### src/rtl/fetch_unit.sv
// RV32 instruction fetch: owns the PC, keeps at most one word fetch in flight,
// and buffers {pc, word} pairs toward decode; redirects flush and squash.
module fetch_unit #(
    parameter logic [31:0] RESET_PC   = 32'h0000_0000,
    parameter int unsigned FIFO_DEPTH = 2
) (
    input  logic        clk,
    input  logic        rst,
    output logic        imem_req,
    output logic [31:0] imem_addr,
    input  logic        imem_gnt,
    input  logic        imem_rvalid,
    input  logic [31:0] imem_rdata,
    input  logic        redirect_valid,
    input  logic [31:0] redirect_pc,
    output logic        inst_valid,
    input  logic        inst_ready,
    output logic [31:0] inst_pc,
    output logic [6:0]  opcode,
    output logic [24:0] instruction
);

    localparam int unsigned PTR_W = $clog2(FIFO_DEPTH);
    localparam int unsigned CNT_W = $clog2(FIFO_DEPTH + 1);

    typedef struct packed {
        logic [29:0] pc_word;
        logic [31:0] word;
    } fifo_entry_t;

    logic [29:0]      r_pc_word;
    logic [29:0]      r_req_pc_word;
    logic             r_outstanding;
    logic             r_stale;
    fifo_entry_t      r_fifo [FIFO_DEPTH];
    logic [PTR_W-1:0] r_wr_ptr;
    logic [PTR_W-1:0] r_rd_ptr;
    logic [CNT_W-1:0] r_count;

    logic             w_has_room;
    logic             w_grant;
    logic             w_push;
    logic             w_pop;
    fifo_entry_t      w_head;
    logic             w_unused_bits;

    // Room is reserved at issue: only one fetch in flight and only when a slot is free.
    assign w_has_room    = r_count < CNT_W'(FIFO_DEPTH);
    assign imem_req      = !rst && !r_outstanding && !redirect_valid && w_has_room;
    assign imem_addr     = {r_pc_word, 2'b00};
    assign w_grant       = imem_req && imem_gnt;
    assign w_push        = imem_rvalid && !r_stale && !redirect_valid;

    assign inst_valid    = !rst && (r_count != '0) && !redirect_valid;
    assign w_pop         = inst_valid && inst_ready;
    assign w_head        = r_fifo[r_rd_ptr];
    assign inst_pc       = {w_head.pc_word, 2'b00};
    assign opcode        = w_head.word[6:0];
    assign instruction   = w_head.word[31:7];

    assign w_unused_bits = ^{redirect_pc[1:0], RESET_PC[1:0]};

    always_ff @(posedge clk) begin
        if (rst) begin
            r_pc_word     <= RESET_PC[31:2];
            r_req_pc_word <= '0;
            r_outstanding <= 1'b0;
            r_stale       <= 1'b0;
            r_count       <= '0;
            r_wr_ptr      <= '0;
            r_rd_ptr      <= '0;
        end else if (redirect_valid) begin
            // A response landing in the redirect cycle is simply dropped; otherwise
            // the single in-flight response is marked for discard.
            r_pc_word <= redirect_pc[31:2];
            r_stale   <= r_outstanding && !imem_rvalid;
            if (imem_rvalid) begin
                r_outstanding <= 1'b0;
            end
            r_count  <= '0;
            r_wr_ptr <= '0;
            r_rd_ptr <= '0;
        end else begin
            if (imem_rvalid) begin
                r_outstanding <= 1'b0;
                r_stale       <= 1'b0;
            end
            if (w_grant) begin
                r_outstanding <= 1'b1;
                r_req_pc_word <= r_pc_word;
                r_pc_word     <= r_pc_word + 30'd1;
            end
            if (w_push) begin
                r_wr_ptr <= r_wr_ptr + PTR_W'(1);
            end
            if (w_pop) begin
                r_rd_ptr <= r_rd_ptr + PTR_W'(1);
            end
            case ({w_push, w_pop})
                2'b10:   r_count <= r_count + CNT_W'(1);
                2'b01:   r_count <= r_count - CNT_W'(1);
                default: r_count <= r_count;
            endcase
        end
    end

    // Buffer storage carries no reset; validity is tracked by r_count.
    always_ff @(posedge clk) begin
        if (!rst && w_push) begin
            r_fifo[r_wr_ptr] <= {r_req_pc_word, imem_rdata};
        end
    end

endmodule
### config.mk
export PLATFORM = sky130hd
export DESIGN_NAME = fetch_unit
export DESIGN_NICKNAME = d
export VERILOG_FILES = /design/src/rtl/fetch_unit.sv
export SDC_FILE = /design/constraint.sdc
export NUM_CORES = 1
export LEC_CHECK = 0
export BUFFER_PORTS_ARGS = -buffer_cell sky130_fd_sc_hd__buf_2
export CAP_MARGIN = 10
export CORE_UTILIZATION = 49
export DETAILED_ROUTE_END_ITERATION = 6
export PLACE_DENSITY = 0.76
export SLEW_MARGIN = 20
export SYNTH_ARGS = -nofsm -noshare
export SYNTH_HDL_FRONTEND = slang
export SYNTH_SLANG_ARGS = --single-unit
### constraint.sdc
create_clock -name clk -period 6.1 [get_ports clk]
set_input_delay 0.305 -clock clk [delete_from_list [all_inputs] [get_ports clk]]
set_output_delay 0.305 -clock clk [all_outputs]
set_load 0.01 [all_outputs]
==> results of run 1 <==
cells in the mapped netlist (2+ instances only):
library cell  count  area (um2)
edfxtp_1        124        3720
nand2_1          85         319
dfxtp_1          67        1340
mux2_2           62         698
a21oi_1          34         170
nor2_1           34         128
clkbuf_1         28         105
a211oi_1         10        75.1
nor4_1           10        62.6
a311oi_1          9        78.8
inv_1             9        33.8
nand3_1           9        45.0
nand4_1           9        56.3
nor3_1            9        45.0
or4_1             9        67.6
or3_1             8        50.1
xnor2_1           8        70.1
and3_1            6        37.5
and2_1            5        31.3
and4_1            5        43.8
o21ai_0           5        25.0
o31ai_1           5        37.5
xor2_1            5        43.8
buf_4             4        30.0
or2_2             4        25.0
a2111oi_1         3        30.0
buf_1             3        11.3
nor3b_1           3        22.5
a2111oi_0         2        17.5
a31oi_1           2        12.5
buf_2             2        10.0
ha_1              2        25.0
nand4_2           2        25.0
nand4b_1          2        17.5
nand4bb_1         2        22.5
nor4_2            2        25.0
o211ai_1          2        15.0
o31a_1            2        17.5
through the flow:
stage          power, mW  area, um2
6_report            2.59       9270
2_1_floorplan       1.55       7740
4_1_cts             2.61       9270
3_5_place_dp        1.62       8740
5_1_grt             2.68       9270
3_3_place_gp        1.62       8740
cells in the final DEF, fill, tap and decap left out, types with 3 or more instances in the layout:
cell | netlist | final
nand4_1 | 9 | 9
clkinv_2 | 0 | 3
o21ai_0 | 5 | 5
or2_2 | 4 | 4
nor3_1 | 9 | 8
inv_1 | 9 | 9
buf_2 | 2 | 161
a211oi_1 | 10 | 10
edfxtp_1 | 124 | 124
nor4_1 | 10 | 10
xnor2_1 | 8 | 8
buf_4 | 4 | 9
xor2_1 | 5 | 5
and4_1 | 5 | 5
nand3_1 | 9 | 9
a311oi_1 | 9 | 9
clkinv_4 | 0 | 6
nand2_1 | 85 | 85
clkbuf_16 | 0 | 17
o31ai_1 | 5 | 5
conb_1 | 1 | 4
nor2_1 | 34 | 33
a21oi_1 | 34 | 34
or3_1 | 8 | 8
mux2_2 | 62 | 62
and2_1 | 5 | 5
or4_1 | 9 | 9
and3_1 | 6 | 6
dfxtp_1 | 67 | 66
clkinv_1 | 1 | 4
a2111oi_1 | 3 | 3
where the power goes:
group,switching [mW],internal [mW],leakage (nW)
registers,0.0365,1.40,1.75
logic,0.0912,0.0660,1.42
clock network,0.461,0.530,0.263
cell families (layout without fill, tap and decap cells):
logic type,Yosys count,after routing
other,1,4
buffers and inverters,47,212
AOI/OAI and AO/OA,82,82
adders and majority gates,2,2
muxes,63,63
DFF,191,191
and+or+nand+nor,209,209
xor gates and xnor gates,13,13
area by class of cell:
type / instances / area share
sequential: 191 / 0.546
multi-input combinational: 373 / 0.269
timing repair buffer: 170 / 0.0942
clock buffer: 18 / 0.0474
tap: 211 / 0.0285
clock inverter: 14 / 0.0103
inverter: 10 / 0.00405
metal layers:
metal  track usage  vias to the layer above  share of wire
met5             0                        -              0
met4        0.0844                        0          0.022
met1         0.263                     2580           0.43
met3        0.0553                       24          0.073
li1              -                     2585              -
met2         0.354                      229           0.48
state kept, by name, summed over array words and instances (netlist names), named ones only:
signal / count
r_count: 2
r_fifo: 124
r_outstanding: 1
r_pc_word: 30
r_rd_ptr: 1
r_req_pc_word: 30
r_stale: 1
r_wr_ptr: 1
how the worst max path moves through the flow:
stage | from | end | slack, ns | cells past startpoint
6_report | r_pc_word[0]$_SDFFE_PP0P_ | r_pc_word[26]$_SDFFE_PP0P_ | 3.64 | 5
2_1_floorplan | rst | r_fifo[1][0]$_DFFE_PP_ | 0.05 | 4
3_3_place_gp | rst | r_pc_word[29]$_SDFFE_PP0P_ | 3.63 | 7
5_1_grt | r_pc_word[0]$_SDFFE_PP0P_ | r_pc_word[18]$_SDFFE_PP0P_ | 3.55 | 5
4_1_cts | r_pc_word[0]$_SDFFE_PP0P_ | r_pc_word[18]$_SDFFE_PP0P_ | 3.66 | 5
3_5_place_dp | rst | r_pc_word[29]$_SDFFE_PP0P_ | 3.61 | 7
==> summary.txt, run 1 <==
Place
  – RePlAce Congestion: between 0.8 and 0.9
  – Buffers on Ports: ~160
  – Post-DP HPWL: 11900 um
  – Placed Cells: 955
  – Setup WS pre-CTS: 3.61 ns

Die
  – Core area: roughly 15000 um2
  – Initial Util: 0.505
  – DIE WIDTH: 128 um
  – I/O Pins: 168
  – Core Rows: 45
  – Die height: 128 um
  – Die area: 16300 um2

Global route
  – Vias in the first global route: 5265
  – Pin count of the biggest net entering global routing: 74
  – Initial antenna violation count: 0
  – Grt ovf: 0
  – First-pass GRT wire length: 26400 um
  – Gr usage total: 0.212

Logic synthesis
  – Simple-Gate Fraction of Synth Area: 0.139
  – Post-synth cell types: 54
  – Post-synthesis register bit count: 191
  – Post-Syn Area per Cell: around 13 um2
  – XOR/XNOR share of the synthesized area: 0.0147
  – Compound-Gate Fraction of Synth Area: 0.0710
  – Syn Std Cell Area: between 7000 and 8000 um2
  – Main combinational cell family by area after synthesis: simple AND/OR/NAND/NOR gates
  – Main flop type after synthesis: edfxtp_1
  – EDFF count, synth: 124
  – Synth Area in Adders: 0.00324
  – Ys async rst share: 0
  – Seq/Total Area, Yosys: 0.655
  – Synthesis Warnings: 0
  – Mapped Cells: just over 600
  – Post-synthesis mux area share: 0.0916

Setup path
  – CP Class: flip-flop to flip-flop
  – CP peak stage delay: approximately 0.61 ns
  – Crit path max-delay family: simple AND/OR/NAND/NOR gates
  – R2R Path End: r_pc_word[26]$_SDFFE_PP0P_
  – FF-to-FF Start: r_pc_word[0]$_SDFFE_PP0P_
  – Max FO, Critical Path: 7
  – CP arrival: 2.76 ns
  – Reg2reg path depth: 5
  – CP max stage cell: or4_4
  – Critical Path, Cell by Cell: ha_1 -> nand4_1 -> or4_4 -> or3_1 -> a2111oi_1
  – CP required: 6.40 ns
  – Critical Path Source Type: flip-flop
  – Buf/Inv on CP: 0
  – Crit end category: flip-flop
  – R2R setup slack: 3.64 ns

Layout
  – Area growth from synthesis to layout: 19.9%
  – Layout Utilization: 0.605
  – Net count of the finished layout: between 800 and 900
  – Fillers: 1249
  – Post-route insts no fill: between 900 and 1000
  – Antenna fix cells: 0
  – Multi-input logic area: 2500 um2
  – Register Area: 5070 um2
  – Layout cells sized above 1: 0.357

Clock tree
  – Clk sinks: 191
  – Clk_lat worst skew: between 0.4 and 0.5 ns
  – Cts bufs inserted: 17
  – Clk root buf: clkbuf_16
  – Bufs on Longest Clock Path: 2
  – Post-cts resize count: 0
  – Clock Pin Slew Worst Setup and Hold Paths: 0.07 ns
  – H-tree Lvls: 4
  – Setup bufs post-CTS: 0
  – CTS tree: yes
  – Hold buffers post-CTS: 0

Job
  – Max-Cap Viols: 0

Timing
  – Setup TNS: 0 ns
  – RSZ-0062 raised after global routing: no
  – Min setup slack post-route: 3.64 ns
  – WHS: 0.0746 ns
  – Tmin final: 2.46 ns
  – Clk_skew: 0.0107 ns
  – Final setup violation count: 0
  – Final hold vios: 0
  – Slew headroom: 0.438
  – Fin crit share: 0.403
  – Slew @ Worst Pin: roughly 0.84 ns
  – FMAX: 407 MHz
  – Max-slew violation count: 0

Pwr
  – Power density cells: 279 nW/um2
  – Peak supply drop: between 0.00015 and 0.0002 V
  – Leak: roughly 3.4 nW

Detailed routing
  – Antenna Violating Nets Remaining: 0
  – Vias per cell: 5.49
  – Final wirelength: roughly 17000 um
  – Via count: 5418
  – DRT Pass-1 Iters: 5
  – Initial DRC Count: 347
  – DRC Markers: 0
  – Routed length per instance: 17.4 um

Status
  – Outcome: finished, final reports clean

Hold path
  – Hold path depth: 2
  – Min-Delay Endpoint: r_stale$_SDFFE_PP0P_
  – Hold path startpoint: imem_rvalid
  – Hold Crit Class: input pin to flip-flop
No activity file was read; power rests on OpenSTA's default activity.
==> run 2: changes to the inputs <==
Clock period 6.1 ns to 2.11 ns, I/O delays scaled along.
==> run 2 against run 1 <==
  * Global-route usage is 2.4 points higher
  * Maximum frequency increased by 20%
  * Power grew to 3.1 times the previous value
  * Final cell count up 9.4%
  * Critical path depth is 1 lower
  * Via count rose by 8.2%
  * Register-to-register slack got worse by 3.6 ns
  * Core utilization increased by 6.8 points
  * Count of clock-buffer cells in the layout increased by 3
  * Routed wire length up 11%
  * Combinational power increased to 4.1 times the previous value
  * Largest cell class unchanged
==> summary.txt, run 2 (same netlist as run 1, synthesis figures left out) <==
Hold path
  – Min-Delay Endpoint: r_pc_word[13]$_SDFFE_PP0P_
  – Hold path depth: 3
  – Hold Crit Class: input pin to flip-flop
  – Hold path startpoint: redirect_pc[15]

Setup path
  – FF-to-FF Start: r_pc_word[23]$_SDFFE_PP0P_
  – Crit end category: flip-flop
  – Critical Path, Cell by Cell: nand4_2 -> or4_1 -> or3_1 -> a2111oi_4
  – CP Class: flip-flop to flip-flop
  – CP max stage cell: or4_1
  – Reg2reg path depth: 4
  – CP peak stage delay: 0.62 ns
  – Critical Path Source Type: flip-flop
  – Max FO, Critical Path: 6
  – CP arrival: 2.39 ns
  – R2R setup slack: around 0.053 ns
  – CP required: 2.44 ns
  – R2R Path End: r_pc_word[26]$_SDFFE_PP0P_
  – CP Launch Point: r_pc_word[23]$_SDFFE_PP0P_

Layout
  – Area growth from synthesis to layout: 33.3%
  – Most frequent cells in the layout: buf_2 (161), edfxtp_1 (124), nand2_1 (84)
  – Antenna fix cells: 0
  – Net count of the finished layout: 928
  – Final instance area: 10300 um2
  – Post-route insts no fill: 1080
  – Top reg by flops: r_fifo
  – Largest regs: r_fifo x124, r_pc_word x30, r_req_pc_word x30
  – Layout cells sized above 1: 0.373
  – Layout Utilization: 0.673
  – Max reg flops: 124
  – Most common cell after layout, fill and taps aside: buf_2

Clock tree
  – H-tree Lvls: 4
  – Cts bufs inserted: 17
  – Clk sinks: 191
  – CTS tree: yes
  – Clock Pin Slew Worst Setup and Hold Paths: roughly 0.07 ns
  – Bufs on Longest Clock Path: 2
  – Clk root buf: clkbuf_16
  – Clk_lat worst skew: 0.43 ns

Timing
  – Final setup violation count: 0
  – Final hold vios: 0
  – Clk_skew: around 0.010 ns
  – RSZ-0062 raised after global routing: no
  – WHS: 0.0163 ns
  – Tmin final: ~2 ns
  – Fin crit share: 0.975
  – FMAX: 486 MHz
  – Max-slew violation count: 0

Detailed routing
  – Initial DRC Count: ~320
  – Final wirelength: 19100 um
  – DRC Markers: 0
  – Routed length per instance: between 15 and 20 um
  – DRT Pass-1 Iters: 5
  – Antenna Violating Nets Remaining: 0
  – Via count: 5863
  – Vias per cell: 5.43

Pwr
  – Comb pwr share: 0.079
  – Leak: roughly 4 nW
  – Reg power frac: 0.510
  – Power density cells: 786 nW/um2
  – Peak supply drop: between 0.0006 and 0.0007 V
  – Clock Power Share: 0.410
  – Switching share of power: 0.220
  – Pint: 6.32 mW
  – Sw power: approximately 1.8 mW
  – Power Total: 8.10 mW

Place
  – Post-DP HPWL: 12500 um
  – DP Area: 9090 um2
  – Buffers on Ports: about 160
  – RePlAce Congestion: 0.867
  – Placed Cells: 992

Die
  – I/O Pins: around 170
  – Die height: 128 um
  – Initial Util: 0.505
  – Die area: 16300 um2
  – DIE WIDTH: between 100 and 150 um
  – Core Rows: 45
  – Core area: 15300 um2

Job
  – Max-Cap Viols: 0

Global route
  – Gr usage total: 0.235
  – Pin count of the biggest net entering global routing: 63
  – Initial antenna violation count: 0
  – Vias in the first global route: 5784
  – First-pass GRT wire length: 29000 um
  – Grt ovf: 0

Status
  – Outcome: finished, final reports clean
[run 2: changes by cell type in the layout (fill, tap and decap cells not counted), moves of 4 or more]
cell and delta:
buf_12 +4, clkinv_4 -4, buf_4 +34, dlygate4sd3_1 +55
[run 2: metal layers]
| layer | GRT usage | up-vias | part of all wire |
|---|---|---|---|
| met4 | 0.0837 | 0 | 0.012 |
| met3 | 0.0582 | 20 | 0.078 |
| li1 | - | 2770 | - |
| met5 | 0 | - | 0 |
| met2 | 0.418 | 255 | 0.51 |
| met1 | 0.277 | 2818 | 0.40 |
[run 2: repair_timing]
item,CTS,global route
pin swaps,0,2
setup buffers,0,1
hold buffers,55,0
setup endpoints to repair,1,6
endpoints found under the hold margin,87,0
gates resized for setup,1,5
[run 2: critical path, delay by kind of cell, from the launching register on]
| family | cells | cell delay (ns) |
|---|---|---|
| DFF | 1 | 0.43 |
| AOI/OAI and AO/OA | 1 | 0.31 |
| and+or+nand+nor | 3 | 1.21 |
[run 2: cell type report]
class | instances | area (um2)
Sequential cell | 191 | 5070
Timing Repair Buffer | 263 | 1760
Multi-Input combinational cell | 373 | 2560
Clock inverter | 11 | 155
Clock buffer | 21 | 462
Inverter | 10 | 37.5
Tap cell | 211 | 264
Fill cell | 1124 | 5010
[run 2: worst max path at each step]
stage                                 endpoint  slack [ns]  depth (start not counted)
detailed placement  r_pc_word[26]$_SDFFE_PP0P_       -0.03                          5
global placement    r_pc_word[26]$_SDFFE_PP0P_        0.09                          5
floorplan               r_fifo[1][0]$_DFFE_PP_       -0.51                          5
finish              r_pc_word[26]$_SDFFE_PP0P_        0.05                          4
global route        r_pc_word[21]$_SDFFE_PP0P_        0.03                          4
CTS                 r_pc_word[26]$_SDFFE_PP0P_        0.02                          5
[run 2: power groups by stage]
stage | logic (mW) | registers, mW | clock network [mW]
floorplan | 0.266 | 4.23 | 0
global route | 0.691 | 4.14 | 3.50
global placement | 0.535 | 4.21 | 0
finish | 0.641 | 4.13 | 3.32
detailed placement | 0.547 | 4.21 | 0
CTS | 0.630 | 4.13 | 3.35
[run 2: through the flow]
stage	TNS, ns	setup WS, ns
6_report	0	0.0533
4_1_cts	0	0.0228
5_1_grt	0	0.0304
3_5_place_dp	-0.0261	-0.0261
3_3_place_gp	0	0.0913
2_1_floorplan	-53.58	-0.509
